<file path="src/rtl/i2s_stereo_xcvr.sv">
// ---------------------------------------------------------------------------
// i2s_stereo_xcvr
// Full-duplex stereo I2S slave transceiver. The external bclk/lrclk pair is
// oversampled in the clk domain (clk >= 8x bclk). One serial RX lane and one
// serial TX lane, with a valid/ready handshake on each parallel side.
//
// Optional feature macro: I2S_ERR_EN adds the sticky tx_urun / rx_ovr flags
// and the err_clr input. Without it those ports and their logic are absent.
//
// Ports
//   clk, rstn          system clock, async active-low reset
//   enable             low forces IDLE and clears all frame state
//   delay[4:0]         bit positions between lrclk edge and MSB
//   bclk, lrclk, rx    async serial inputs (lrclk=0 left, 1 right)
//   tx                 serial data out
//   tx_l, tx_r         TX samples; tx_valid / tx_ready handshake
//   rx_l, rx_r         RX samples; rx_valid / rx_ready handshake
//   tx_urun, rx_ovr    sticky error flags (I2S_ERR_EN only)
//   err_clr            clears both flags (I2S_ERR_EN only)
// ---------------------------------------------------------------------------
module i2s_stereo_xcvr #(
    parameter int DW = 16
) (
    input  logic          clk,
    input  logic          rstn,
    input  logic          enable,
    input  logic [4:0]    delay,
    input  logic          bclk,
    input  logic          lrclk,
    input  logic          rx,
    output logic          tx,
    input  logic [DW-1:0] tx_l,
    input  logic [DW-1:0] tx_r,
    input  logic          tx_valid,
    output logic          tx_ready,
    output logic [DW-1:0] rx_l,
    output logic [DW-1:0] rx_r,
    output logic          rx_valid,
    input  logic          rx_ready
`ifdef I2S_ERR_EN
    ,
    output logic          tx_urun,
    output logic          rx_ovr,
    input  logic          err_clr
`endif
);

    typedef enum logic [1:0] {
        ST_IDLE = 2'd0,
        ST_SYNC = 2'd1,
        ST_RUN  = 2'd2
    } state_t;

    localparam logic [6:0] DW7 = 7'(DW);

    state_t        state_r, state_nx_s;
    logic [2:0]    bclk_pipe_r;
    logic [1:0]    lr_pipe_r;
    logic [1:0]    rx_pipe_r;
    logic [5:0]    cnt_r;
    logic          lr_prev_r;
    logic [DW-1:0] rx_sh_r;
    logic [DW-1:0] left_stage_r;
    logic          left_ok_r;
    logic [DW-1:0] hold_l_r, hold_r_r;
    logic          hold_full_r;
    logic [DW-1:0] sh_l_r, sh_r_r;
    logic          tx_on_r;

    logic          rise_s, fall_s, lr_s, rx_s, act_s;
    logic          lr_chg_s, left_start_rise_s;
    logic [5:0]    cnt_inc_s, cnt_nx_s, p_s;
    logic [6:0]    win_lo_s, win_end_s, off_s, idx_s;
    logic          in_win_rx_s, last_rx_s, in_win_tx_s;
    logic [DW-1:0] rx_word_s;
    logic          done_right_s;
    logic          xfer_s, tx_hs_s, hold_full_nx_s, tx_on_nx_s;
    logic [DW-1:0] src_l_s, src_r_s, src_word_s, shifted_s;
    logic          tx_bit_s;

    // Edge detection and position arithmetic shared by the RX and TX paths.
    always_comb begin
        rise_s            = bclk_pipe_r[1] & ~bclk_pipe_r[2];
        fall_s            = ~bclk_pipe_r[1] & bclk_pipe_r[2];
        lr_s              = lr_pipe_r[1];
        rx_s              = rx_pipe_r[1];
        act_s             = (state_r != ST_IDLE);
        lr_chg_s          = (lr_s != lr_prev_r);
        left_start_rise_s = rise_s && !lr_s && lr_prev_r;
        cnt_inc_s         = (cnt_r == 6'd63) ? 6'd63 : cnt_r + 6'd1;
        // A changed lrclk at either edge means position 0 of the new slot.
        cnt_nx_s          = lr_chg_s ? 6'd0 : cnt_inc_s;
        p_s               = lr_chg_s ? 6'd0 : cnt_inc_s;
        win_lo_s          = {2'b00, delay};
        win_end_s         = win_lo_s + DW7;
        in_win_rx_s       = ({1'b0, cnt_nx_s} >= win_lo_s) && ({1'b0, cnt_nx_s} < win_end_s);
        last_rx_s         = ({1'b0, cnt_nx_s} == (win_end_s - 7'd1));
        in_win_tx_s       = ({1'b0, p_s} >= win_lo_s) && ({1'b0, p_s} < win_end_s);
        off_s             = {1'b0, p_s} - win_lo_s;
        idx_s             = DW7 - 7'd1 - off_s;
        rx_word_s         = {rx_sh_r[DW-2:0], rx_s};
        done_right_s      = rise_s && (state_r == ST_RUN) && last_rx_s && lr_s && left_ok_r;
        // A left slot starts at the fall where lrclk goes 1->0.
        xfer_s            = fall_s && act_s && !lr_s && lr_prev_r;
        tx_hs_s           = tx_valid && tx_ready;
        tx_on_nx_s        = tx_on_r | xfer_s;
        src_l_s           = xfer_s ? (hold_full_r ? hold_l_r : {DW{1'b0}}) : sh_l_r;
        src_r_s           = xfer_s ? (hold_full_r ? hold_r_r : {DW{1'b0}}) : sh_r_r;
        src_word_s        = lr_s ? src_r_s : src_l_s;
        shifted_s         = src_word_s >> idx_s;
        tx_bit_s          = shifted_s[0];
        if (!enable) begin
            hold_full_nx_s = 1'b0;
        end else if (tx_hs_s) begin
            hold_full_nx_s = 1'b1;
        end else if (xfer_s) begin
            hold_full_nx_s = 1'b0;
        end else begin
            hold_full_nx_s = hold_full_r;
        end
    end

    // Next-state logic: enable low overrides every state.
    always_comb begin
        state_nx_s = state_r;
        case (state_r)
            ST_IDLE: begin
                if (enable) begin
                    state_nx_s = ST_SYNC;
                end else begin
                    state_nx_s = ST_IDLE;
                end
            end
            ST_SYNC: begin
                if (left_start_rise_s) begin
                    state_nx_s = ST_RUN;
                end else begin
                    state_nx_s = ST_SYNC;
                end
            end
            ST_RUN:  state_nx_s = ST_RUN;
            default: state_nx_s = ST_IDLE;
        endcase
        if (!enable) begin
            state_nx_s = ST_IDLE;
        end else begin
            state_nx_s = state_nx_s;
        end
    end

    // State register.
    always_ff @(posedge clk or negedge rstn) begin
        if (!rstn) begin
            state_r <= ST_IDLE;
        end else begin
            state_r <= state_nx_s;
        end
    end

    // Two-flop synchronisers plus the bclk edge-detect stage.
    always_ff @(posedge clk or negedge rstn) begin
        if (!rstn) begin
            bclk_pipe_r <= 3'b000;
            lr_pipe_r   <= 2'b00;
            rx_pipe_r   <= 2'b00;
        end else begin
            bclk_pipe_r <= {bclk_pipe_r[1:0], bclk};
            lr_pipe_r   <= {lr_pipe_r[0], lrclk};
            rx_pipe_r   <= {rx_pipe_r[0], rx};
        end
    end

    // Slot position counter and RX deserialiser, advanced on bclk rise.
    always_ff @(posedge clk or negedge rstn) begin
        if (!rstn) begin
            cnt_r        <= 6'd0;
            lr_prev_r    <= 1'b0;
            rx_sh_r      <= {DW{1'b0}};
            left_stage_r <= {DW{1'b0}};
            left_ok_r    <= 1'b0;
            rx_l         <= {DW{1'b0}};
            rx_r         <= {DW{1'b0}};
            rx_valid     <= 1'b0;
        end else if (!enable) begin
            cnt_r        <= 6'd0;
            lr_prev_r    <= 1'b0;
            rx_sh_r      <= {DW{1'b0}};
            left_stage_r <= {DW{1'b0}};
            left_ok_r    <= 1'b0;
            rx_valid     <= 1'b0;
        end else begin
            if (rise_s && act_s) begin
                cnt_r     <= cnt_nx_s;
                lr_prev_r <= lr_s;
                if (in_win_rx_s) begin
                    rx_sh_r <= rx_word_s;
                end else begin
                    rx_sh_r <= rx_sh_r;
                end
                // A left word that never completed must not pair with a right word.
                if (left_start_rise_s) begin
                    left_ok_r <= 1'b0;
                end else if (last_rx_s && (state_r == ST_RUN) && !lr_s) begin
                    left_stage_r <= rx_word_s;
                    left_ok_r    <= 1'b1;
                end else if (done_right_s) begin
                    left_ok_r <= 1'b0;
                end else begin
                    left_ok_r <= left_ok_r;
                end
            end else begin
                cnt_r <= cnt_r;
            end
            // A fresh frame beats a same-cycle handshake.
            if (done_right_s) begin
                rx_l     <= left_stage_r;
                rx_r     <= rx_word_s;
                rx_valid <= 1'b1;
            end else if (rx_valid && rx_ready) begin
                rx_valid <= 1'b0;
            end else begin
                rx_valid <= rx_valid;
            end
        end
    end

    // TX holding register, shifter and serial output, advanced on bclk fall.
    always_ff @(posedge clk or negedge rstn) begin
        if (!rstn) begin
            hold_l_r    <= {DW{1'b0}};
            hold_r_r    <= {DW{1'b0}};
            hold_full_r <= 1'b0;
            sh_l_r      <= {DW{1'b0}};
            sh_r_r      <= {DW{1'b0}};
            tx_on_r     <= 1'b0;
            tx          <= 1'b0;
            tx_ready    <= 1'b0;
        end else if (!enable) begin
            hold_full_r <= 1'b0;
            sh_l_r      <= {DW{1'b0}};
            sh_r_r      <= {DW{1'b0}};
            tx_on_r     <= 1'b0;
            tx          <= 1'b0;
            tx_ready    <= 1'b0;
        end else begin
            if (xfer_s) begin
                sh_l_r <= src_l_s;
                sh_r_r <= src_r_s;
            end else begin
                sh_l_r <= sh_l_r;
            end
            if (tx_hs_s) begin
                hold_l_r <= tx_l;
                hold_r_r <= tx_r;
            end else begin
                hold_l_r <= hold_l_r;
            end
            hold_full_r <= hold_full_nx_s;
            tx_on_r     <= tx_on_nx_s;
            tx_ready    <= (state_nx_s != ST_IDLE) && !hold_full_nx_s;
            if (fall_s && act_s) begin
                tx <= tx_on_nx_s && in_win_tx_s && tx_bit_s;
            end else begin
                tx <= tx;
            end
        end
    end

`ifdef I2S_ERR_EN
    logic urun_set_s, ovr_set_s;

    // Error-flag set conditions.
    always_comb begin
        urun_set_s = xfer_s && !hold_full_r;
        ovr_set_s  = done_right_s && rx_valid && !rx_ready;
    end

    // Sticky error flags; a set beats a same-cycle clear.
    always_ff @(posedge clk or negedge rstn) begin
        if (!rstn) begin
            tx_urun <= 1'b0;
            rx_ovr  <= 1'b0;
        end else if (!enable) begin
            tx_urun <= 1'b0;
            rx_ovr  <= 1'b0;
        end else begin
            if (urun_set_s) begin
                tx_urun <= 1'b1;
            end else if (err_clr) begin
                tx_urun <= 1'b0;
            end else begin
                tx_urun <= tx_urun;
            end
            if (ovr_set_s) begin
                rx_ovr <= 1'b1;
            end else if (err_clr) begin
                rx_ovr <= 1'b0;
            end else begin
                rx_ovr <= rx_ovr;
            end
        end
    end
`endif

endmodule

</file>
<file path="config.mk">
export PLATFORM = sky130hd
export DESIGN_NAME = i2s_stereo_xcvr
export DESIGN_NICKNAME = d
export VERILOG_FILES = /design/src/rtl/i2s_stereo_xcvr.sv
export SDC_FILE = /design/constraint.sdc
export NUM_CORES = 1
export LEC_CHECK = 0
export BUFFER_PORTS_ARGS = -buffer_cell sky130_fd_sc_hd__buf_2
export CORE_ASPECT_RATIO = 0.75
export CORE_UTILIZATION = 60
export DETAILED_ROUTE_END_ITERATION = 8
export PLACE_DENSITY_LB_ADDON = 0.08
export SLEW_MARGIN = 20
export SYNTH_ARGS = -nofsm -noshare
export SYNTH_HDL_FRONTEND = slang
export SYNTH_SLANG_ARGS = --single-unit
export TNS_END_PERCENT = 5
</file>
<file path="constraint.sdc">
create_clock -name clk -period 7.7 [get_ports clk]
set_input_delay 1.54 -clock clk [delete_from_list [all_inputs] [get_ports clk]]
set_output_delay 1.54 -clock clk [all_outputs]
set_load 0.02 [all_outputs]
</file>
# ---- After elaboration in Yosys (flattened, before gate mapping)
# Index checks and enable logic that the tools add are counted.
dict set report totals {
  wordCells 115
  out_inout_bits 35
  regBits 149
  input_bits 45
}
dict set report op_classes {
  bitwise_logic 5
  n_lt_le_gt_ge 2
  n_eq_ne 13
  addsub 5
  shift 1
  n_reduce_logical 28
  n_mux 41
}
# cell n
set ops {}
lappend ops {{$mux W16} 13}
lappend ops {{$mux W15} 3}
lappend ops {{$mux W6} 4}
lappend ops {{$logic_and A1 B1 Y1} 18}
lappend ops {{$mux W1} 18}
lappend ops {{$shr A16 B7 Y1} 1}
lappend ops {{$ne A2 B1 Y1 const B} 5}
lappend ops {{$reduce_and A2 Y1} 4}
lappend ops {{$eq A6 B7 Y1} 1}
lappend ops {{$sub A4 B7 Y7 const A} 1}
lappend ops {{$sub A6 B1 Y7 const B} 1}
lappend ops {{$sub A6 B5 Y7} 1}
lappend ops {{$add A5 B5 Y6 const B} 1}
lappend ops {{$add A6 B1 Y6 const B} 1}
lappend ops {{$eq A6 B6 Y1 const B} 1}
lappend ops {{$ge A6 B5 Y1} 1}
lappend ops {{$lt A6 B6 Y1} 1}
lappend ops {{$pmux W2 S3} 1}
lappend ops {{$mux W2} 2}
lappend ops {{$ne A4 B1 Y1 const B} 1}
lappend ops {{$reduce_bool A2 Y1} 2}
lappend ops {{$ne A3 B1 Y1 const B} 1}
lappend ops {{$reduce_and A3 Y1} 1}
lappend ops {{$and A1 B1 Y1} 2}
lappend ops {{other kinds (8)} 10}

# ---- Longest topological paths before layout
dict set report depth {
  ltp_word 12
  mapped_depth 15
  mapped_depth_nobuf 15
}

# ---- Worst setup path before layout
# Ideal clock, no wire load.
dict set report synth_timing {
  path_kind {input-to-reg}
  from {input port delay[1]}
  to {register tx}
  required_time_ns 7.605
  setup_slack_ns 4.090
  path_buffers 1
  cell_stages 11
  arrival_ns 3.514
  setup_ns 0.095
  path_cell_list {inv_1 > ha_1 > ha_1 > buf_1 > nor2_1 > nor3b_1 > nor2_1 > o31a_1 > nor3_1 > nor4_1 > o31ai_1}
}
dict set report synth_via {
  elab_chain_cells 7
  elab_cells_between_ends 11
  cone_classes {add/sub: 3; order compare: 2; shift: 1; mux: 2; reduce/logical: 3}
}
# item line_no
set synth_lines {}
lappend synth_lines {{start, declared} 27} ;# input logic [4:0] delay,
lappend synth_lines {{branches (longest 4 deep; another with $sub A6 B5 Y7)} --}
lappend synth_lines {{$logic_and A1 B1 Y1 (*)} 262} ;# tx <= tx_on_nx_s && in_win_tx_s && tx_bit_s;
lappend synth_lines {{$mux W1 (*)} 261} ;# if (fall_s && act_s) begin
lappend synth_lines {{$mux W1 (*)} 238} ;# end else if (!enable) begin
lappend synth_lines {{end signal, assigned} 262}
lappend synth_lines {{end signal, assigned} 264} ;# tx <= tx;
lappend synth_lines {{end, declared} 31} ;# output logic tx,
# Mark *: on every way between the ends. The select of a mux whose other input is x is not followed.
# A chain may end at the register's enable or synchronous reset.

# ---- Worst setup path after layout
dict set report layout_timing {
  from {register lr_pipe_r[1]}
  to {register rx_l[10]}
}
dict set report layout_via {
  elab_chain_cells 7
}
# item line_no
set layout_lines {}
lappend layout_lines {{start, declared} 58} ;# logic [1:0] lr_pipe_r;
lappend layout_lines {{start signal, assigned} 168} ;# lr_pipe_r <= {lr_pipe_r[0], lrclk};
lappend layout_lines {{$ne A1 B1 Y1} 88} ;# lr_chg_s = (lr_s != lr_prev_r);
lappend layout_lines {{$mux W6} 92} ;# cnt_nx_s = lr_chg_s ? 6'd0 : cnt_inc_s;
lappend layout_lines {{$eq A6 B7 Y1} 97} ;# last_rx_s = ({1'b0, cnt_nx_s} == (win_end_s - 7'd1));
lappend layout_lines {{$logic_and A1 B1 Y1} 102} ;# done_right_s = rise_s && (state_r == ST_RUN) && last_rx_s && lr_s && left_ok_r;
lappend layout_lines {{$logic_and A1 B1 Y1 (*) (2 in a row)} 102}
lappend layout_lines {{$reduce_and A2 Y1 (no line) (*)} --}
lappend layout_lines {{end signal, assigned} 181} ;# rx_l <= {DW{1'b0}};
lappend layout_lines {{end signal, assigned} 216} ;# rx_l <= left_stage_r;
lappend layout_lines {{end, declared} 36} ;# output logic [DW-1:0] rx_l,
# Mark *: on every way between the ends. The rest lies on a longest branch, timed or not.

==> results summary <==
After detailed routing, the average wire length per cell comes to approximately 17 µm. The total non-filler cell area in the finished layout came out at a little over 8000 µm². Measured on the finished design, the core utilization comes to 70.5%. The final setup TNS came out at 0 ns. The flip-flop and latch area is 3730 µm². The footprint of the multi-input gates came out at 3180 µm². The clock-pin slew on the worst setup and hold paths is 0.06 ns. The parity-gate share of the synthesized area counting xor and xnor cells came out at 1.91%. The TritonCTS clock tree is done. The flow ran to the end, and the final reports show no timing, DRC or antenna violations. The cell area after synthesis came out at 7140 µm². The longest clock path from root to sink contains 2 buffers.

The depth of the worst register-to-register path came out at 9. The final setup violation count is 0. The largest voltage drop on the vdd net is 0.000173 V.

In this run the power density over the cells is 222 nW/µm². The floorplan step set the die height to about 96 µm. The synthesized design contains 149 register bits. The share of synthesized cell area in full adder, half adder and majority cells came out at 2.73%.

The post-placement setup slack is 3.31 ns. The slew at the pin with the worst max-slew slack came out at 1.14 ns. The buffers inserted during post-CTS setup optimization came out at 0. The multiplexer area fraction after synthesis is 16.9%.

The number of diodes added for antenna fixing is 0. The final estimated routing congestion in global placement came out at 0.944. The total overflow reported by the global router came out at 0. The worst slew margin relative to its limit is 23.8%. The number of hold buffers added after CTS was 0. The power share of the combinational group is 8.8%. The largest area contributor in the netlist is sky130_fd_sc_hd__dfrtp_1. After synthesis, the largest family of logic cells by area is multiplexers. The worst setup path is launched from a flop.

In this run switching power makes up about 25% of total power. The post-placement cell area is 7620 µm². The TritonCTS sink count is 149. The synthesized netlist devotes 13.0% of its cell area to simple gates. The number of cells on the critical path came out at 9.

The number of buffers and inverters on the critical path is 0. During synthesis, Yosys emitted a total of 0 warnings. The number of core rows came out at 34. The worst hold path stage count is 0.

The fraction of the yosys area taken by sequential cells came out at 52.2%. When the netlist entered floorplanning its net count stood at 697. The post-detailed-routing wire length is 15.2 mm. The number of vias after detailed routing is 5147. Measured along the x axis, the die boundary spans roughly 130 µm. Yosys attributes the largest share of cell area to sky130_fd_sc_hd__dfrtp_1, sky130_fd_sc_hd__mux2_2, sky130_fd_sc_hd__mux2i_1. The number of global-route vias before repair came to 4798. The share of total power dissipated in the clock network is 43.8%. Traced cell by cell, the critical path runs through xnor2_2 -> o21ai_0 -> ha_1 -> nor2b_1 -> o21ai_0 -> a221oi_1 -> o211ai_2 -> nor2_4 -> mux2_2. The detailed placement HPWL is 10.4 mm.

Internal power comes to 1360 µW. The number of cells upsized or downsized after cts is 0. Global routing used 26.4% of the available tracks. The count of unique library cells instantiated by Yosys is 66. The stage delay of the slowest cell on the critical path came out at 0.79 ns.

The largest fanout on the critical path came out at 32. The initial antenna violation count came out at 0. A synthesized cell averages 11.2 µm². The most numerous cell type found on the critical path is sky130_fd_sc_hd__o21ai_0. The filler cell count in the final layout is 858. For the worst setup path, the data arrival time is between 4 and 5 ns. The sequential cell fraction of total power is 47.4%. The critical path data required time came out at 8.00 ns. The power spent charging and discharging nets came out at 463 µW. After detailed routing, the number of remaining DRC violations is 0. The number of detailed-route iterations in the first pass is 5.

Grouping stages by cell kind, the critical path spends the most delay in simple AND/OR/NAND/NOR gates. The final clock skew came out at 0.0112 ns. The via density per instance is ~6. Summing the areas of all compound-gate instances in the mapped netlist gives between 9 and 10% of the synthesized area. The clock period minus worst slack is 4.32 ns. The worst-skew pair later-pin latency came out at 0.42 ns. The total CTS buffers is 17. The post-route fraction of the period consumed by the critical path came out at around 56%. The leading register cell type out of synthesis is sky130_fd_sc_hd__dfrtp_1. The gate count of the mapped netlist came out at 637. Counting flops with an async set or reset pin after synthesis yields a share of 100%. Entering global routing, the biggest net connects 92 pins.

The layout-stage area growth over the synthesis result is 14.6%. The CTS root buffer is sky130_fd_sc_hd__clkbuf_16. The count of flip-flops with a built-in enable after synthesis is 0.

The static leakage came out at 0.00393 µW. The fraction of final layout cells sized beyond drive strength 1 came out at 27.9%. The area of the placeable core is 11600 µm².

The critical path in this run is classified as reg2reg. The full die area is 12400 µm². The port buffer count is 79. The I/O pin count is 80. The number of failing hold endpoints at the final stage came out at 0. Once detail routing completed, the nets flagged for antenna violations numbered 0.

The proportion of netlist area held by the largest area contributor came out at a little over half. The CTS H-tree depth came out at 4. Derived from the worst setup path, the maximum achievable clock frequency is 231 MHz. The global-route wire length before repair came out at 24.8 mm. The post-route worst setup slack is 3.38 ns.

The initial standard-cell utilization of the core came out at between 60% and 70%. The number of pins exceeding their max-slew limit in the final report came out at 0. STA classifies the critical path endpoint as a flop. The slowest cell on the critical path is sky130_fd_sc_hd__nor2_4. The first-iteration detailed-routing DRC count is 484.

In this run the worst hold path is classified as reg2reg. The number of nets at the end of the flow came out at approximately 770. Setup repair after global routing left no endpoint under its margin.

Max-cap violations in this run came to 0.
-- layout make-up --
class,count,share of cell area [%]
Multi-Input combinational cell,436,38.8
Sequential cell,149,45.5
Clock buffer,19,5.29
Clock inverter,13,1.68
Tap cell,162,2.48
Timing Repair Buffer,85,5.46
Inverter,16,0.734
-- synthesized netlist by cell type, drive strengths merged, types with 8 or more instances --
| library cell | number |
|---|---|
| xnor2 | 8 |
| dfrtp | 149 |
| nor2 | 61 |
| buf | 14 |
| nand2b | 8 |
| a21oi | 46 |
| inv | 16 |
| ha | 14 |
| mux2 | 69 |
| clkbuf | 22 |
| mux2i | 40 |
| nand3 | 30 |
| nand2 | 46 |
| o21ai | 12 |
-- flip-flops by register name, summed over array words and instances (netlist names), 3 cells and up --
signal / count
bclk_pipe_r: 3
rx_sh_r: 15
rx_r: 16
cnt_r: 6
sh_r_r: 16
hold_r_r: 16
rx_l: 16
left_stage_r: 16
sh_l_r: 16
hold_l_r: 16
-- power by group through the flow --
stage,combinational [µW],sequential (µW),clock [µW]
after global routing,178,867,845
after global placement,153,872,0
after CTS,160,861,811
final,160,862,797
after floorplan,112,857,0
after detailed placement,160,875,0
-- layout by cell type (no fill, tap or decap), types with 15 or more instances in the layout --
cell,count
sky130_fd_sc_hd__a21oi_1,45
sky130_fd_sc_hd__buf_2,78
sky130_fd_sc_hd__clkbuf_16,17
sky130_fd_sc_hd__dfrtp_1,149
sky130_fd_sc_hd__inv_1,15
sky130_fd_sc_hd__mux2_2,68
sky130_fd_sc_hd__mux2i_1,40
sky130_fd_sc_hd__nand2_1,46
sky130_fd_sc_hd__nand3_1,30
sky130_fd_sc_hd__nor2_1,60
-- cells by family after synthesis --
| kind of cell | Yosys count |
|---|---|
| multiplexers | 110 |
| AND/OR/NAND/NOR | 192 |
| buffers and inverters | 52 |
| XOR/XNOR | 13 |
| AO/OA/AOI/OAI | 106 |
| adder cells (fa/ha/maj) | 15 |
| flip-flops | 149 |
-- through the flow --
stage	hold WS [ns]	cells	total power [µW]
finish	0.354	880	1820
global placement	0.333	848	1030
detailed placement	0.346	848	1030
CTS	0.361	880	1830
global route	0.369	880	1890
floorplan	0.331	637	969
-- path summary, 6_finish.rpt --
path                                 from         endpoint  slack [ns]
max                          lr_pipe_r[1]         rx_l[10]        3.38
min                        bclk_pipe_r[0]   bclk_pipe_r[1]        0.35
max reg2reg                  lr_pipe_r[1]         rx_l[10]        3.38
min reg2reg                bclk_pipe_r[0]   bclk_pipe_r[1]        0.35
max in group asynchronous            rstn  left_stage_r[5]        5.27
min in group asynchronous            rstn          rx_l[2]        1.16
-- layer usage --
layer	up-vias	track usage [%]	routed length (µm)	share of wire [%]
li1	2398	-	-	-
met4	0	8.82	154	1.0
met1	2581	40.8	7580	50
met5	-	0	0	0
met2	153	37.0	6730	44
met3	15	5.07	773	5.1
-- worst register-to-register path, cell delays in order (launching register included) --
cell and delay [ns]:
sky130_fd_sc_hd__dfrtp_1 0.71, sky130_fd_sc_hd__xnor2_2 0.56, sky130_fd_sc_hd__o21ai_0 0.33, sky130_fd_sc_hd__ha_1 0.51, sky130_fd_sc_hd__nor2b_1 0.23, sky130_fd_sc_hd__o21ai_0 0.11
sky130_fd_sc_hd__a221oi_1 0.30, sky130_fd_sc_hd__o211ai_2 0.21, sky130_fd_sc_hd__nor2_4 0.79, sky130_fd_sc_hd__mux2_2 0.45
No activity file was read; power rests on OpenSTA's default activity.
